### src/rtl/gpio_mulpop_pkg.sv
// Shared types, register offsets and status bit positions for the
// multiply-and-popcount coprocessor.
package gpio_mulpop_pkg;

  localparam int unsigned ADDR_W = 16;
  localparam int unsigned BUS_W  = 32;

  typedef enum logic [1:0] {
    IDLE  = 2'd0,
    MULT  = 2'd1,
    COUNT = 2'd2
  } state_e;

  localparam int unsigned OFF_A1  = 32'h00;
  localparam int unsigned OFF_A2  = 32'h08;
  localparam int unsigned OFF_W   = 32'h10;
  localparam int unsigned OFF_L   = 32'h18;
  localparam int unsigned OFF_CSR = 32'h20;

  localparam int unsigned ST_VALID = 0;
  localparam int unsigned ST_READY = 1;
  localparam int unsigned ST_BUSY  = 2;
  localparam int unsigned ST_ERR   = 3;

  function automatic logic [5:0] popcount32(input logic [31:0] v);
    logic [5:0] n;
    n = '0;
    for (int i = 0; i < 32; i++) n = n + 6'(v[i]);
    return n;
  endfunction

endpackage

### src/rtl/gpio_mulpop_acc_if.sv
// Strobe bus between the GPIO emulator master and the coprocessor.
interface gpio_mulpop_acc_if;
  import gpio_mulpop_pkg::*;

  logic [ADDR_W-1:0] saddress;
  logic              srd;
  logic              swr;
  logic [BUS_W-1:0]  sdata_in;
  logic [BUS_W-1:0]  sdata_out;

  modport master (output saddress, output srd, output swr, output sdata_in, input sdata_out);
  modport slave  (input saddress, input srd, input swr, input sdata_in, output sdata_out);
endinterface

### src/rtl/gpio_seq_mult.sv
// Iterative shift-add multiplier consuming STEP multiplier bits per clock;
// the full 2*OP_W product is kept.
module gpio_seq_mult #(
  parameter int unsigned OP_W = 24,
  parameter int unsigned STEP = 1
) (
  input  logic              clk,
  input  logic              n_reset,
  input  logic              start_i,
  input  logic [OP_W-1:0]   a_i,
  input  logic [OP_W-1:0]   b_i,
  output logic [2*OP_W-1:0] product_o,
  output logic              done_c
);
  localparam int unsigned PROD_W = 2 * OP_W;
  localparam int unsigned M      = OP_W / STEP;
  localparam int unsigned CW     = (M > 1) ? $clog2(M) : 1;

  if ((STEP < 1) || (STEP > OP_W) || ((OP_W % STEP) != 0)) begin : g_bad_step
    $error("gpio_seq_mult: STEP must divide OP_W");
  end

  logic [PROD_W-1:0] mcand_q, mcand_d, acc_q, acc_d, addend;
  logic [OP_W-1:0]   mplier_q, mplier_d;
  logic [CW-1:0]     cnt_q, cnt_d;
  logic              run_q, run_d;

  // High while the final partial product is being accumulated.
  assign done_c    = run_q && (cnt_q == CW'(M - 1));
  assign product_o = acc_q;

  always_comb begin
    mcand_d  = mcand_q;
    mplier_d = mplier_q;
    acc_d    = acc_q;
    cnt_d    = cnt_q;
    run_d    = run_q;
    addend   = '0;
    for (int j = 0; j < int'(STEP); j++) begin
      if (mplier_q[j]) addend = addend + (mcand_q << j);
    end
    if (start_i) begin
      mcand_d  = PROD_W'(a_i);
      mplier_d = b_i;
      acc_d    = '0;
      cnt_d    = '0;
      run_d    = 1'b1;
    end else if (run_q) begin
      acc_d    = acc_q + addend;
      mcand_d  = mcand_q << STEP;
      mplier_d = mplier_q >> STEP;
      cnt_d    = cnt_q + CW'(1);
      if (done_c) run_d = 1'b0;
    end
  end

  always_ff @(posedge clk or negedge n_reset) begin
    if (!n_reset) begin
      mcand_q  <= '0;
      mplier_q <= '0;
      acc_q    <= '0;
      cnt_q    <= '0;
      run_q    <= 1'b0;
    end else begin
      mcand_q  <= mcand_d;
      mplier_q <= mplier_d;
      acc_q    <= acc_d;
      cnt_q    <= cnt_d;
      run_q    <= run_d;
    end
  end
endmodule

### src/rtl/gpio_mulpop_acc.sv
// Bus-mapped multiply-and-popcount coprocessor: register window, control FSM,
// result commit and operation counter around the sequential multiplier.
module gpio_mulpop_acc
  import gpio_mulpop_pkg::*;
#(
  parameter int unsigned OP_W      = 24,
  parameter int unsigned RES_W     = 32,
  parameter int unsigned STEP      = 1,
  parameter logic [15:0] BASE_ADDR = 16'h0380,
  parameter int unsigned CNT_W     = 16
) (
  input  logic                clk,
  input  logic                n_reset,
  gpio_mulpop_acc_if.slave    bus,
  output logic [31:0]         gpio_out,
  output logic                done_irq
);
  localparam int unsigned PROD_W = 2 * OP_W;
  localparam int unsigned L_W    = $clog2(RES_W + 1);

  state_e              state_q, state_d;
  logic [OP_W-1:0]     a1_q, a1_d, a2_q, a2_d;
  logic [RES_W-1:0]    w_q, w_d, w_next;
  logic [L_W-1:0]      l_q, l_d;
  logic [CNT_W-1:0]    cnt_q, cnt_d;
  logic [BUS_W-1:0]    rdata_q, rdata_d, status;
  logic                valid_q, valid_d, err_q, err_d, irq_q, irq_d;
  logic                mult_start, mult_done_c, hi_zero;
  logic [PROD_W-1:0]   prod;
  logic                sel_a1, sel_a2, sel_w, sel_l, sel_csr;

  gpio_seq_mult #(.OP_W(OP_W), .STEP(STEP)) u_mult (
    .clk       (clk),
    .n_reset   (n_reset),
    .start_i   (mult_start),
    .a_i       (a1_q),
    .b_i       (a2_q),
    .product_o (prod),
    .done_c    (mult_done_c)
  );

  // Result is valid only when nothing above RES_W was lost in truncation.
  if (PROD_W > RES_W) begin : g_trunc
    assign hi_zero = ~|prod[PROD_W-1:RES_W];
  end else begin : g_fits
    assign hi_zero = 1'b1;
  end
  assign w_next = RES_W'(prod);

  assign sel_a1  = bus.saddress == 16'(BASE_ADDR + OFF_A1);
  assign sel_a2  = bus.saddress == 16'(BASE_ADDR + OFF_A2);
  assign sel_w   = bus.saddress == 16'(BASE_ADDR + OFF_W);
  assign sel_l   = bus.saddress == 16'(BASE_ADDR + OFF_L);
  assign sel_csr = bus.saddress == 16'(BASE_ADDR + OFF_CSR);

  always_comb begin
    status           = '0;
    status[ST_VALID] = valid_q;
    status[ST_READY] = (state_q == IDLE);
    status[ST_BUSY]  = (state_q != IDLE);
    status[ST_ERR]   = err_q;
  end

  always_comb begin
    state_d    = state_q;
    a1_d       = a1_q;
    a2_d       = a2_q;
    w_d        = w_q;
    l_d        = l_q;
    cnt_d      = cnt_q;
    rdata_d    = rdata_q;
    valid_d    = valid_q;
    err_d      = err_q;
    irq_d      = 1'b0;
    mult_start = 1'b0;

    // Reads see pre-edge state; a status read clears err unless a write re-sets it.
    if (bus.srd) begin
      rdata_d = '0;
      if (sel_a1) rdata_d = 32'(a1_q);
      if (sel_a2) rdata_d = 32'(a2_q);
      if (sel_w)  rdata_d = 32'(w_q);
      if (sel_l)  rdata_d = 32'(l_q);
      if (sel_csr) begin
        rdata_d = status;
        err_d   = 1'b0;
      end
    end

    if (bus.swr) begin
      if (sel_a1) a1_d = bus.sdata_in[OP_W-1:0];
      if (sel_a2) a2_d = bus.sdata_in[OP_W-1:0];
      if (sel_csr) begin
        if (state_q == IDLE) mult_start = 1'b1;
        else                 err_d      = 1'b1;
      end
    end

    case (state_q)
      IDLE:  if (mult_start) state_d = MULT;
      MULT:  if (mult_done_c) state_d = COUNT;
      COUNT: begin
        w_d     = w_next;
        l_d     = L_W'(popcount32(32'(w_next)));
        valid_d = hi_zero;
        cnt_d   = cnt_q + CNT_W'(1);
        irq_d   = 1'b1;
        state_d = IDLE;
      end
      default: state_d = IDLE;
    endcase
  end

  always_ff @(posedge clk or negedge n_reset) begin
    if (!n_reset) begin
      state_q <= IDLE;
      a1_q    <= '0;
      a2_q    <= '0;
      w_q     <= '0;
      l_q     <= '0;
      cnt_q   <= '0;
      rdata_q <= '0;
      valid_q <= 1'b1;
      err_q   <= 1'b0;
      irq_q   <= 1'b0;
    end else begin
      state_q <= state_d;
      a1_q    <= a1_d;
      a2_q    <= a2_d;
      w_q     <= w_d;
      l_q     <= l_d;
      cnt_q   <= cnt_d;
      rdata_q <= rdata_d;
      valid_q <= valid_d;
      err_q   <= err_d;
      irq_q   <= irq_d;
    end
  end

  assign bus.sdata_out = rdata_q;
  assign gpio_out      = 32'(cnt_q);
  assign done_irq      = irq_q;
endmodule

### src/flat_wrapper.sv
// flat-port wrapper written by rule: the top's interface ports become plain ports
module gpio_mulpop_acc_flat import gpio_mulpop_pkg::*;
#(
  parameter int unsigned OP_W      = 24,
  parameter int unsigned RES_W     = 32,
  parameter int unsigned STEP      = 1,
  parameter logic [15:0] BASE_ADDR = 16'h0380,
  parameter int unsigned CNT_W     = 16
)
  (clk, n_reset, gpio_out, done_irq, bus_saddress, bus_srd, bus_swr, bus_sdata_in, bus_sdata_out);
  gpio_mulpop_acc_if bus_i ();
  input  logic clk;
  input  logic n_reset;
  output logic [31:0] gpio_out;
  output logic done_irq;
  input wire logic [$bits(bus_i.saddress)-1:0] bus_saddress;
  input wire logic [$bits(bus_i.srd)-1:0] bus_srd;
  input wire logic [$bits(bus_i.swr)-1:0] bus_swr;
  input wire logic [$bits(bus_i.sdata_in)-1:0] bus_sdata_in;
  output wire logic [$bits(bus_i.sdata_out)-1:0] bus_sdata_out;
  assign bus_i.saddress = bus_saddress;
  assign bus_i.srd = bus_srd;
  assign bus_i.swr = bus_swr;
  assign bus_i.sdata_in = bus_sdata_in;
  assign bus_sdata_out = bus_i.sdata_out;
  gpio_mulpop_acc #(.OP_W(OP_W), .RES_W(RES_W), .STEP(STEP), .BASE_ADDR(BASE_ADDR), .CNT_W(CNT_W)) u_core (.clk(clk), .n_reset(n_reset), .bus(bus_i), .gpio_out(gpio_out), .done_irq(done_irq));
endmodule
### config.mk
export PLATFORM = sky130hd
export DESIGN_NAME = gpio_mulpop_acc_flat
export DESIGN_NICKNAME = d
export VERILOG_FILES = /design/src/rtl/gpio_mulpop_pkg.sv /design/src/rtl/gpio_mulpop_acc_if.sv /design/src/rtl/gpio_seq_mult.sv /design/src/rtl/gpio_mulpop_acc.sv /design/src/flat_wrapper.sv
export SDC_FILE = /design/constraint.sdc
export NUM_CORES = 1
export LEC_CHECK = 0
export ABC_AREA = 0
export BUFFER_PORTS_ARGS = -buffer_cell sky130_fd_sc_hd__buf_4
export CAP_MARGIN = 20
export CORE_ASPECT_RATIO = 0.8
export CORE_MARGIN = 2
export CORE_UTILIZATION = 30
export DETAILED_ROUTE_END_ITERATION = 10
export GPL_ROUTABILITY_DRIVEN = 0
export MAX_ROUTING_LAYER = met4
export SLEW_MARGIN = 25
export SYNTH_ARGS = -nofsm -noshare
export SYNTH_HDL_FRONTEND = slang
export SYNTH_HIERARCHICAL = 1
export SYNTH_SLANG_ARGS = --single-unit
### constraint.sdc
create_clock -name clk -period 5 [get_ports clk]
set_input_delay 0.25 -clock clk [delete_from_list [all_inputs] [get_ports clk]]
set_output_delay 0.25 -clock clk [all_outputs]
set_load 0.05 [all_outputs]
## Yosys cells after proc, flatten, opt, wreduce, memory -nomap -nowiden

Index checks and enable logic that the tools add are counted.

| cells by class | value |
|---|---|
| add/sub/neg operators | 34 |
| mux-type cells | 29 |
| reduce and logical (&&, ||, !) cells | 9 |
| equality and inequality tests | 10 |

Operator list:

| cell | count |
|---|---|
| 48-bit 2-to-1 mux | 5 |
| 6-bit by 1-bit adder with 6-bit output | 30 |
| 24-bit 2-to-1 mux | 4 |
| 32-bit 2-to-1 mux | 3 |
| 16-bit by 10-bit == test with 1-bit output (second input constant) | 5 |
| 48-bit adder | 1 |
| 16-bit by 1-bit adder with 16-bit output (second input constant) | 1 |
| 16-bit OR reduction | 1 |
| 1-bit 2-to-1 mux | 12 |
| 5-bit 2-to-1 mux | 2 |
| 2-bit AND reduction | 3 |
| 5-bit by 1-bit adder with 5-bit output (second input constant) | 1 |
| 5-bit == test (second input constant) | 1 |
| 2-bit 2-to-1 mux | 2 |
| 2-bit case mux with 2 select lines | 1 |
| 2-bit nonzero test | 2 |
| 1-bit by 1-bit adder with 2-bit output | 1 |
| 2-bit by 1-bit == test with 1-bit output (second input constant) | 1 |
| 2-bit == test (second input constant) | 1 |
| 2-bit zero test | 1 |
| 2-bit by 1-bit inequality test with 1-bit output (second input constant) | 1 |
| 2-bit inequality test (second input constant) | 1 |
| 1-bit logical AND | 1 |
| 1-bit zero test | 1 |

| storage, ports and cells | value |
|---|---|
| register bits after elaboration | 265 |
| word-level logic and storage cells | 97 |
| output and inout port bits | 65 |
| input port bits | 52 |

## Longest topological paths before layout

| depth | value |
|---|---|
| word-level depth | 31 |
| gate-level depth with buffers | 18 |
| depth with buffers taken out | 18 |

## By module

The synthesis kept the hierarchy.

Modules (own cells, without submodules):

| module | cells each | instances | area each (µm²) | sequential area each (µm²) |
|---|---|---|---|---|
| gpio_seq_mult | 922 | 1 | 8308.0 | 3153.0 |
| gpio_mulpop_acc | 599 | 1 | 6844.1 | 3479.6 |

## Worst setup path before layout

No wires, ideal clock.

| path | value |
|---|---|
| kind | flip-flop to flip-flop |
| start | reg u_core.u_mult.acc_q[1] (netlist: u_core/u_mult/product_o[1]) |
| end | reg u_core.l_q[5] |
| arrival | 4.487 ns |
| setup time | 0.136 ns |
| cell stages (with the launch flop) | 17 |
| required time | 4.864 ns |
| path slack | 0.377 ns |
| buffers on the path | 0 |
| period minus slack after synthesis | 4.623 ns |
| cells stage by stage | dfrtp_1 > inv_1 > fa_1 > inv_1 > fa_1 > fa_1 > fa_1 > fa_1 > inv_1 > fa_1 > inv_1 > ha_1 > a21o_1 > a21oi_1 > nor2b_1 > o21ai_0 > o21ai_0 |

| between the ends | value |
|---|---|
| cells in the longest elaborated chain, start to end | 31 |

RTL lines:

| item | line | source |
|---|---|---|
| start, declared | gpio_seq_mult.sv:23 | `logic [PROD_W-1:0] mcand_q, mcand_d, acc_q, acc_d, addend;` |
| start signal, assigned | gpio_seq_mult.sv:61 | `acc_q <= '0;` |
| start signal, assigned | gpio_seq_mult.sv:67 | `acc_q <= acc_d;` |
| 1-bit by 1-bit adder with 2-bit output | gpio_mulpop_pkg.sv:28 | `for (int i = 0; i < 32; i++) n = n + 6'(v[i]);` |
| 6-bit by 1-bit adder with 6-bit output (30 in series) | gpio_mulpop_pkg.sv:28 |  |
| end signal, assigned | gpio_mulpop_acc.sv:131 | `l_q <= l_d;` |
| end, declared | gpio_mulpop_acc.sv:24 | `logic [L_W-1:0] l_q, l_d;` |

No other way between the ends.
A chain may end at the register's enable or synchronous reset.

## Final worst setup path

| path | value |
|---|---|
| start | reg u_core.u_mult.acc_q[11] (netlist: u_core/u_mult/product_o[11]) |
| end | reg u_core.l_q[5] |

| between the ends | value |
|---|---|
| cells in the longest elaborated chain, start to end | 21 |

RTL lines:

| item | line |
|---|---|
| 6-bit by 1-bit adder with 6-bit output (21 in series) | gpio_mulpop_pkg.sv:28 |

No other way between the ends.

==> impl_metrics.sql <==
INSERT INTO impl_metrics (metric_group, metric, value, unit) VALUES
('clocking', 'insertion_delay', '0.55', 'ns'),
('clocking', 'cts-buffers-inserted', '29', ''),
('drt', 'postRouteAntennaNets', '0', ''),
('synthesis', 'postSynthRegisterBits', '265', ''),
('global_route', 'first_global_vias', '11600', ''),
('setup_path', 'rr_worst_depth', '16', ''),
('clocking', 'clock_sink_count', '265', ''),
('pwr', 'peakVddDrop', '0.216', 'mV'),
('clocking', 'tritoncts', 'yes', ''),
('synthesis', 'synth_cell_type_count', '84', ''),
('setup_path', 'critPathCaptureType', 'flop', ''),
('synthesis', 'post_synth_instance_area', '0.0152', 'mm²'),
('pwr', 'power-per-cell-area', '257', 'mW/mm²'),
('die', 'fp.dieArea', '0.0523', 'mm²'),
('die', 'start_util', '30.4', '%'),
('finish', 'nFillCells', '5021', ''),
('clocking', 'clock_path_buffers', '3', ''),
('synthesis', 'ys.flop_type', 'sky130_fd_sc_hd__dfrtp_1', ''),
('sta', 'finalMaxSlewViolations', '0', ''),
('die', 'core-area', '0.0498', 'mm²'),
('sta', 'setup_violations', '0', ''),
('drt', 'detail_route.vias_per_cell', '5.02', ''),
('run_status', 'run_status', 'finished, final reports clean', ''),
('finish', 'final_cell_count_no_fill', '2299', ''),
('setup_path', 'worst_path_arrival', '5.21', 'ns'),
('clocking', 'clkTransAtPathRegs', '0.06', 'ns'),
('finish', 'layout-area-overhead-vs-synth', '17.1', '%'),
('synthesis', 'synth_sequential_area_ratio', '43.8', '%'),
('global_route', 'grt-busiest-layer', 'met1', ''),
('setup_path', 'timing.critical_path.fanout_max', '3', ''),
('sta', 'worst_slew_margin_rel', '27.5', '%'),
('worst_hold_path', 'tightest_hold_check_type', 'input pin to flop', ''),
('drt', 'wl_per_cell', '17.0', 'µm'),
('global_route', 'global_route.overflow_total', '0', ''),
('sta', 'rsz_0062_raised_after_global_routing', 'false', ''),
('setup_path', 'timing.critical_path.from_type', 'flop', ''),
('global_route', 'antenna_found_initial', '1', ''),
('sta', 'final.hold.worst_slack', '0.0176', 'ns'),
('finish', 'finish.instance_area', '0.0177', 'mm²'),
('synthesis', 'syn_inst', '1521', ''),
('global_route', 'global_route_wire_length_before_repair', '63600', 'µm'),
('setup_path', 'crit_required', '5.41', 'ns'),
('sta', 'post-route-period-util', '95.9', '%'),
('drt', 'first_pass_iters', '5', ''),
('clocking', 'h-tree-depth', '1', ''),
('sta', 'timing.final.ws_setup', '0.203', 'ns'),
('pwr', 'power_leakage', '7.31', 'nW'),
('placement', 'post_placement_worst_setup_slack', '0.0258', 'ns'),
('job', 'max_cap_viol_count', '0', ''),
('drt', 'routed_wl', '39100', 'µm'),
('synthesis', 'synth_area_leader_cell', 'sky130_fd_sc_hd__dfrtp_1', ''),
('sta', 'skew', '0.0150', 'ns'),
('sta', 'timing.final.crit_period', '4.80', 'ns'),
('die', 'die-width', '255', 'µm'),
('synthesis', 'synth.yosys.warnings', '6', ''),
('finish', 'layout.cells.most_common_list', 'sky130_fd_sc_hd__dfrtp_1 (263), sky130_fd_sc_hd__nand2_1 (203), sky130_fd_sc_hd__o21ai_0 (117)', ''),
('sta', 'worst_pin_slew', '1.09', 'ns'),
('global_route', 'grtUsageMet3', '1.93', '%'),
('finish', 'diodes', '0', ''),
('global_route', 'gr-usage-all-layers', '15.5', '%'),
('setup_path', 'critical_path_class', 'flop to flop', ''),
('drt', 'num_vias', '11500', ''),
('synthesis', 'synth_edf_count', '0', ''),
('finish', 'final_nets', '1735', ''),
('die', 'chipHeight', '205', 'µm'),
('global_route', 'use_met2', '22.4', '%'),
('clocking', 'cts_root_buf', 'sky130_fd_sc_hd__clkbuf_16', ''),
('worst_hold_path', 'min_delay_path_depth', '2', ''),
('finish', 'most_frequent_standard_cell_in_the_layout_excluding_fill_and_tap_cells', 'sky130_fd_sc_hd__dfrtp_1', ''),
('global_route', 'routing_usage_on_met1', '23.1', '%'),
('synthesis', 'syn_area_per_cell', '9.96', 'µm²');
power by group:
group	leakage [nW]	internal [mW]	switching (mW)
registers	3.13	2.15	0.00315
clock network	0.471	1.31	0.908
logic	3.71	0.0673	0.131
critical path: stages (launching register included):
cell	delay, ns
sky130_fd_sc_hd__dfrtp_1	0.36
sky130_fd_sc_hd__inv_1	0.08
sky130_fd_sc_hd__fa_1	0.58
sky130_fd_sc_hd__inv_1	0.08
sky130_fd_sc_hd__fa_1	0.38
sky130_fd_sc_hd__fa_1	0.48
sky130_fd_sc_hd__fa_1	0.52
sky130_fd_sc_hd__fa_1	0.55
sky130_fd_sc_hd__inv_1	0.05
sky130_fd_sc_hd__fa_1	0.54
sky130_fd_sc_hd__inv_1	0.05
sky130_fd_sc_hd__ha_1	0.28
sky130_fd_sc_hd__a21o_1	0.17
sky130_fd_sc_hd__a21oi_2	0.18
sky130_fd_sc_hd__nor2b_1	0.06
sky130_fd_sc_hd__o21ai_0	0.18
sky130_fd_sc_hd__o21ai_0	0.10
state kept, by name, indices dropped and copies added, names as in the netlist, 2 cells and up:
register                 flops
u_core/w_q                  32
u_core/a2_q                 24
u_core/u_mult/product_o     48
u_core/cnt_q                16
u_core/u_mult/cnt_q          5
u_core/u_mult/mplier_q      24
u_core/a1_q                 24
u_core/u_mult/mcand_q       48
u_core/state_q               2
u_core/bus.sdata_out        32
u_core/l_q                   6
worst paths after layout:
| kind | start | endpoint | slack [ns] |
|---|---|---|---|
| min | bus_srd | u_core/bus.sdata_out[3] | 0.02 |
| min in group asynchronous | n_reset | u_core/bus.sdata_out[4] | 0.21 |
| max | u_core/u_mult/product_o[11] | u_core/l_q[5] | 0.20 |
| max reg2reg | u_core/u_mult/product_o[11] | u_core/l_q[5] | 0.20 |
| max in group asynchronous | n_reset | u_core/u_mult/mcand_q[44] | 3.41 |
| min reg2reg | u_core/w_q[25] | u_core/w_q[25] | 0.48 |
layout make-up:
cell class / instances / area (µm²) / share of cell area, %
clock buffers: 41 / 831 / 4.68
well taps: 675 / 845 / 4.76
repair buffers: 136 / 1160 / 6.51
flip-flops and latches: 265 / 6640 / 37.4
inverters: 41 / 154 / 0.867
multi-input cells: 1129 / 7980 / 44.9
clock inverters: 12 / 153 / 0.860
cells in the mapped netlist, drive strengths merged (13+ instances only):
| library cell | count |
|---|---|
| a21o | 34 |
| a21oi | 64 |
| a221oi | 20 |
| and2 | 50 |
| buf | 36 |
| clkbuf | 65 |
| dfrtp | 264 |
| fa | 25 |
| ha | 56 |
| inv | 40 |
| mux2 | 49 |
| mux2i | 107 |
| nand2 | 204 |
| nand3 | 18 |
| nand4 | 30 |
| nor2 | 103 |
| nor3 | 18 |
| o21ai | 137 |
| o21bai | 13 |
| xnor2 | 37 |
| xor2 | 23 |
layer usage:
layer / vias to the layer above / share of wire (%)
li1: 5477 / -
met1: 5753 / 51
met2: 251 / 42
met3: 50 / 4.7
met4: 0 / 1.7
met5: - / 0
stage by stage:
step                      total power, mW  util (%)
after floorplan                      2.28         -
after global placement               2.37      33.0
after detailed placement             2.37      33.0
after CTS                            4.62      35.5
after global routing                 4.74      35.7
final                                4.57      35.7
cell families after synthesis:
family	share of synthesized area, %
AND/OR/NAND/NOR	15.2
AO/OA/AOI/OAI	14.1
flip-flops	43.8
multiplexers	11.2
buffers and inverters	4.23
adder cells (fa/ha/maj)	7.93
XOR/XNOR	3.47
other	0.0247
what timing repair did:
| action | 4_1_cts | 5_1_grt |
|---|---|---|
| setup endpoints to repair | 0 | 3 |
| hold buffers | 25 | 0 |
| gates resized for setup | 0 | 4 |
| buffers inserted | 0 | 2 |
| endpoints found under the hold margin | 183 | 0 |
No activity file was read; power rests on OpenSTA's default activity.
